**src/rtl/exec_seq_pkg.sv**
```systemverilog
// Shared definitions for the exec_sequencer fetch/decode/execute controller:
// control opcodes, FSM states, instruction field positions and flag indices.
package exec_seq_pkg;

  localparam logic [4:0] OP_JMP = 5'b11100;
  localparam logic [4:0] OP_JZ  = 5'b11101;
  localparam logic [4:0] OP_JC  = 5'b11110;
  localparam logic [4:0] OP_HLT = 5'b11111;

  typedef enum logic [2:0] {
    IDLE,
    FETCH,
    DECODE,
    EXEC,
    MEM,
    WB,
    HALT
  } state_t;

  localparam int unsigned OPC_MSB   = 15;
  localparam int unsigned OPC_LSB   = 11;
  localparam int unsigned AM_BIT    = 10;
  localparam int unsigned RD_MSB    = 9;
  localparam int unsigned RD_LSB    = 7;
  localparam int unsigned RS1_MSB   = 6;
  localparam int unsigned RS1_LSB   = 4;
  localparam int unsigned RS2_MSB   = 3;
  localparam int unsigned RS2_LSB   = 1;
  localparam int unsigned SRA_MSB   = 3;
  localparam int unsigned SRA_LSB   = 1;
  localparam int unsigned MADDR_MSB = 3;
  localparam int unsigned MADDR_LSB = 0;
  localparam int unsigned TGT_MSB   = 5;
  localparam int unsigned TGT_LSB   = 0;

  // flags_q packing: {zero, carry, ac, parity}
  localparam int unsigned FLAG_ZERO   = 3;
  localparam int unsigned FLAG_CARRY  = 2;
  localparam int unsigned FLAG_AC     = 1;
  localparam int unsigned FLAG_PARITY = 0;

endpackage

```
**src/rtl/exec_seq_decode.sv**
```systemverilog
// Combinational instruction decoder: splits a 16-bit word into control fields
// and classifies it as branch / halt, resolving branch direction from flags.
module exec_seq_decode
  import exec_seq_pkg::*;
(
  input  logic [15:0] ir,
  input  logic        flag_zero,
  input  logic        flag_carry,
  output logic [4:0]  opcode,
  output logic        am,
  output logic [2:0]  rd,
  output logic [2:0]  rs1,
  output logic [2:0]  rs2,
  output logic [2:0]  s_r_amount,
  output logic [3:0]  mem_addr,
  output logic [5:0]  target,
  output logic        is_branch,
  output logic        is_halt,
  output logic        is_taken
);

  assign opcode     = ir[OPC_MSB:OPC_LSB];
  assign am         = ir[AM_BIT];
  assign rd         = ir[RD_MSB:RD_LSB];
  assign rs1        = ir[RS1_MSB:RS1_LSB];
  assign rs2        = ir[RS2_MSB:RS2_LSB];
  assign s_r_amount = ir[SRA_MSB:SRA_LSB];
  assign mem_addr   = ir[MADDR_MSB:MADDR_LSB];
  assign target     = ir[TGT_MSB:TGT_LSB];

  always_comb begin
    is_branch = 1'b0;
    is_halt   = 1'b0;
    is_taken  = 1'b0;
    case (opcode)
      OP_JMP: begin is_branch = 1'b1; is_taken = 1'b1;       end
      OP_JZ:  begin is_branch = 1'b1; is_taken = flag_zero;  end
      OP_JC:  begin is_branch = 1'b1; is_taken = flag_carry; end
      OP_HLT: is_halt = 1'b1;
      default: ;
    endcase
  end

endmodule

```
**src/rtl/exec_sequencer.sv**
```systemverilog
// Multi-cycle fetch/decode/execute controller driving the executestage datapath.
// Optional EXEC_SEQ_PERF_EN adds a 16-bit retired-instruction counter port.
module exec_sequencer
  import exec_seq_pkg::*;
#(
  parameter int unsigned IMEM_AW  = 6,
  parameter int unsigned RESET_PC = 0
) (
  input  logic               clk,
  input  logic               reset,
  input  logic               start,
  output logic               imem_en,
  output logic [IMEM_AW-1:0] imem_addr,
  input  logic [15:0]        imem_rdata,
  output logic               exe_enable,
  output logic [4:0]         opcode,
  output logic               am,
  output logic [2:0]         rd,
  output logic [2:0]         rs1,
  output logic [2:0]         rs2,
  output logic [2:0]         s_r_amount,
  output logic [3:0]         mem_addr,
  output logic [IMEM_AW-1:0] instr_mem_addr,
  input  logic               zero_flag,
  input  logic               carry_flag,
  input  logic               ac_flag,
  input  logic               parity_flag,
  output logic [3:0]         flags_q,
  output logic               halted,
  output logic               retire
`ifdef EXEC_SEQ_PERF_EN
  ,
  output logic [15:0]        perf_retired
`endif
);

  state_t state, state_next;

  logic [IMEM_AW-1:0] pc;
  logic [IMEM_AW-1:0] pc_inc;
  logic [15:0]        ir;
  logic [15:0]        dec_word;

  logic [4:0] dec_opcode;
  logic       dec_am;
  logic [2:0] dec_rd, dec_rs1, dec_rs2, dec_sra;
  logic [3:0] dec_mem_addr;
  logic [5:0] dec_target;
  logic       dec_is_branch, dec_is_halt, dec_is_taken;

  // In DECODE the word is still on imem_rdata; afterwards it lives in ir.
  assign dec_word  = (state == DECODE) ? imem_rdata : ir;
  assign pc_inc    = pc + IMEM_AW'(1);
  assign imem_addr = pc;

  exec_seq_decode u_decode (
    .ir         (dec_word),
    .flag_zero  (flags_q[FLAG_ZERO]),
    .flag_carry (flags_q[FLAG_CARRY]),
    .opcode     (dec_opcode),
    .am         (dec_am),
    .rd         (dec_rd),
    .rs1        (dec_rs1),
    .rs2        (dec_rs2),
    .s_r_amount (dec_sra),
    .mem_addr   (dec_mem_addr),
    .target     (dec_target),
    .is_branch  (dec_is_branch),
    .is_halt    (dec_is_halt),
    .is_taken   (dec_is_taken)
  );

  always_ff @(posedge clk or posedge reset) begin
    if (reset) state <= IDLE;
    else       state <= state_next;
  end

  always_comb begin
    state_next = state;
    case (state)
      IDLE:    if (start) state_next = FETCH;
      FETCH:   state_next = DECODE;
      DECODE:  state_next = dec_is_halt ? HALT : EXEC;
      EXEC:    begin
        if (dec_is_branch) state_next = FETCH;
        else if (dec_am)   state_next = MEM;
        else               state_next = WB;
      end
      MEM:     state_next = WB;
      WB:      state_next = FETCH;
      HALT:    state_next = HALT;
      default: state_next = IDLE;
    endcase
  end

  always_comb begin
    imem_en    = (state == FETCH);
    exe_enable = ((state == EXEC) && !dec_is_branch) || (state == MEM);
    retire     = (state == WB) || ((state == EXEC) && dec_is_branch);
    halted     = (state == HALT);
  end

  always_ff @(posedge clk or posedge reset) begin
    if (reset) begin
      pc             <= IMEM_AW'(RESET_PC);
      ir             <= '0;
      opcode         <= '0;
      am             <= 1'b0;
      rd             <= '0;
      rs1            <= '0;
      rs2            <= '0;
      s_r_amount     <= '0;
      mem_addr       <= '0;
      instr_mem_addr <= '0;
      flags_q        <= '0;
    end else begin
      if (state == DECODE) begin
        ir <= imem_rdata;
        if (!dec_is_halt) begin
          opcode         <= dec_opcode;
          am             <= dec_am;
          rd             <= dec_rd;
          rs1            <= dec_rs1;
          rs2            <= dec_rs2;
          s_r_amount     <= dec_sra;
          mem_addr       <= dec_mem_addr;
          instr_mem_addr <= pc;
        end
      end
      if ((state == EXEC) && dec_is_branch)
        pc <= dec_is_taken ? IMEM_AW'(dec_target) : pc_inc;
      if (state == WB) begin
        flags_q <= {zero_flag, carry_flag, ac_flag, parity_flag};
        pc      <= pc_inc;
      end
    end
  end

`ifdef EXEC_SEQ_PERF_EN
  always_ff @(posedge clk or posedge reset) begin
    if (reset)       perf_retired <= '0;
    else if (retire) perf_retired <= perf_retired + 16'd1;
  end
`endif

endmodule
```
**config.mk**
```make
export PLATFORM = sky130hd
export DESIGN_NAME = exec_sequencer
export DESIGN_NICKNAME = d
export VERILOG_FILES = /design/src/rtl/exec_seq_pkg.sv /design/src/rtl/exec_seq_decode.sv /design/src/rtl/exec_sequencer.sv
export SDC_FILE = /design/constraint.sdc
export NUM_CORES = 1
export LEC_CHECK = 0
export BUFFER_PORTS_ARGS = -buffer_cell sky130_fd_sc_hd__buf_2
export CORE_MARGIN = 2
export CORE_UTILIZATION = 30
export DETAILED_ROUTE_END_ITERATION = 10
export PLACE_DENSITY_LB_ADDON = 0.08
export SYNTH_ARGS = -nofsm -noshare
export SYNTH_HDL_FRONTEND = slang
export SYNTH_SLANG_ARGS = --single-unit
```
**constraint.sdc**
```tcl
create_clock -name clk -period 3.39 [get_ports clk]
set_input_delay 0.339 -clock clk [delete_from_list [all_inputs] [get_ports clk]]
set_output_delay 0.339 -clock clk [all_outputs]
set_load 0.02 [all_outputs]
```
==> results.toml <==
[setup_path]
path_class = "flop to output port"
worstSetupStartpointType = "flop"
path_buf_inv = 2
ff2ff_path_depth = 8
critPathMaxFanout = 10
r2r-end = "imem_addr[4]"
crit_chain = "nand3_1, a21oi_1, and3b_1, o21ai_0, clkinv_1, buf_2"
worstReg2RegStart = "state[1]"
cp.required_ns = 3.05
path_delay_family = "buffers and inverters"
crit_start = "ir[13]"
max_stage_delay_ns = 0.41
cp.depth = 6
crit_end = "retire"
slowest_stage = "dfrtp_1"
end_kind = "output port"
rrSetupSlack_ns = 1.12
cp.arrival_ns = 2.06

[cts]
cts_resized = 0
cts-htree-levels = 2
tritoncts = "done"
path_clk_slew_ns = 0.09
cts_inserted_buffers = 5
cts_num_sinks = 51
cts_buffer_depth = 2
insertion_delay_ns = 0.30
root_buffer = "clkbuf_8"
ctsHoldBuffers = 0
cts_setup_buffers = 0

[cells_and_area]
syn_to_final_growth_pct = 20.4
insertedDiodeCount = 0
num-nets-final = 310
layout-drive-gt1-share_pct = 32.2

[drt]
antenna_left = 0
remaining_drc_errors = 0
drtPass1Iterations = 4
drt_iter0_drc = 72
totalWireLength_um = 5260
vias = 1723
via_per_inst = 4.48
wl_per_cell_um = 13.7

[power_and_ir_drop]
swShare_pct = 42.8
clockPowerShare_pct = 15.0
switchingPower_mw = 1.18
irDropWorstVdd_v = 0.000357
combPwrFrac_pct = 45.7
p_seq_share_pct = 39.4
internal-power_mw = 1.57
p_leak_nw = 1.40
p_per_area_nw_per_um2 = 1010

[floorplan]
rows = 31
die_h_um = 91.0
dieArea_um2 = 8290
initial_core_util_pct = 31.2
fp.dieW_um = 91.0
ios = 65
core_um2 = 7290

[logic_synthesis]
synth_area_um2 = 2270
syn-num-nets = 252
synth.area.top_cells = "dfrtp_1 56%, nand2_1 13%, mux2_2 4.5%"
synthCells = 228
ys_types = 34
yosysWarnings = 0
synth_ff_type = "dfrtp_1"
yosysTopAreaCellShare_pct = 56.2
ys_top_cells_by_count = "76 x nand2_1, 51 x dfrtp_1, 15 x o21ai_0"
synthArstFlopShare_pct = 100
synth-edff-count = 0
synth_most_common_cell = "nand2_1"
synth_seq_cells = 51
ys_seq_area_share_pct = 56.2
yosys.area.top_type = "dfrtp_1"
syn_avg_cell_area_um2 = 9.97

[timing]
hold_violations = 0
min_period_ns = 2.40
rsz0062_at_grt = "no"
final-setup-viol-count = 0
skew_ns = 0.00849
finalCritPeriodShare_pct = 70.7
fmax_mhz = 417
drv_slew = 0
timing.final.ws_setup_ns = 0.995
tightest_slew_ns = 0.855
setup_tns_ns = 0
slew_headroom_pct = 43.0

[global_routing]
grt-ovfl-total = 0
grt_max_degree = 32
grt-busiest-layer = "met2"
use_met1_pct = 18.6
use_met2_pct = 19.9
antenna_found_initial = 0
track_usage_pct = 13.0
grt_pass1_wl_um = 8580
met3_usage_pct = 3.15
grt_pass1_vias = 1688

[place]
gp_congestion = 0.744
hpwlAfterDp_um = 3800
place_ws_ns = 1.08
io_buffers = 64

[flow_run]
drv_cap = 0

[worst_hold_path]
min_path_type = "primary input to asynchronous set/reset pin"

[run_status]
status = "completed"
## worst reg2reg max path: stages (launching register included)
cell      delay [ns]
dfrtp_1         0.50
nor3b_2         0.21
buf_4           0.27
mux2i_1         0.32
o21ai_1         0.12
a221oi_2        0.22
buf_4           0.23
mux2i_1         0.21
a22oi_1         0.08
## how the worst min path moves through the flow
stage,slack [ns],cells past startpoint,end,start
6_report,0.12,2,ir[7],reset
5_1_grt,0.17,2,ir[7],reset
4_1_cts,0.14,2,s_r_amount[1],reset
3_5_place_dp,0.46,2,rs1[1],rs1[1]
3_3_place_gp,0.45,2,instr_mem_addr[1],instr_mem_addr[1]
2_1_floorplan,0.44,2,ir[6],ir[6]
## cells in the final DEF (no fill, tap or decap), types with 2 or more instances in the layout
| cell | instances |
|---|---|
| a21oi_1 | 2 |
| a22oi_1 | 4 |
| and3_1 | 2 |
| buf_2 | 64 |
| buf_4 | 5 |
| clkbuf_8 | 5 |
| dfrtp_1 | 51 |
| inv_1 | 10 |
| mux2_2 | 9 |
| mux2i_1 | 7 |
| nand2_1 | 76 |
| nand3_1 | 5 |
| nor2_1 | 5 |
| o21ai_0 | 15 |
| o22a_1 | 4 |
## per-layer routing
layer | part of all wire [%] | up-vias
met2 | 45 | 44
met5 | 0 | -
met3 | 4.6 | 2
met1 | 50 | 814
met4 | 0.34 | 0
li1 | - | 863
## metrics by stage
| stage | total power [mW] | instance area (µm²) | cells | utilization, % | hold WS [ns] |
|---|---|---|---|---|---|
| 3_3_place_gp | 2.38 | 2630 | 378 | 36.1 | 0.454 |
| 6_report | 2.76 | 2740 | 385 | 37.5 | 0.121 |
| 3_5_place_dp | 2.39 | 2630 | 378 | 36.1 | 0.459 |
| 4_1_cts | 2.82 | 2740 | 385 | 37.5 | 0.143 |
| 5_1_grt | 2.99 | 2740 | 385 | 37.5 | 0.168 |
| 2_1_floorplan | 2.03 | 2270 | 228 | - | 0.437 |
## logic make-up after synthesis
family          share of synthesized area, %
mux                                     8.15
simple gates                            17.3
compound gates                          10.4
flops                                   56.2
buf+inv                                 7.49
fa+ha+maj                              0.551
## power by group through the flow
stage,Clock [mW],Combinational [mW],Sequential [mW]
floorplan,0,0.787,1.25
global placement,0,1.28,1.10
detailed placement,0,1.29,1.10
CTS,0.434,1.29,1.09
global route,0.461,1.39,1.13
finish,0.412,1.26,1.08
## registers in the layout, summed over array words and instances, names as in the netlist
name / flops
ir: 16
imem_addr: 6
instr_mem_addr: 6
opcode: 5
flags_q: 4
rd: 3
rs1: 3
s_r_amount: 3
state: 3
am: 1
mem_addr: 1
## layout make-up
type | count | area (µm²)
fill | 789 | 4560
sequential | 51 | 1280
multi-input combinational | 147 | 830
timing repair buffer | 69 | 358
tap | 99 | 124
clock buffer | 6 | 72.6
inverter | 12 | 45.0
clock inverter | 1 | 30.0
(Power assumes the default switching activity.)
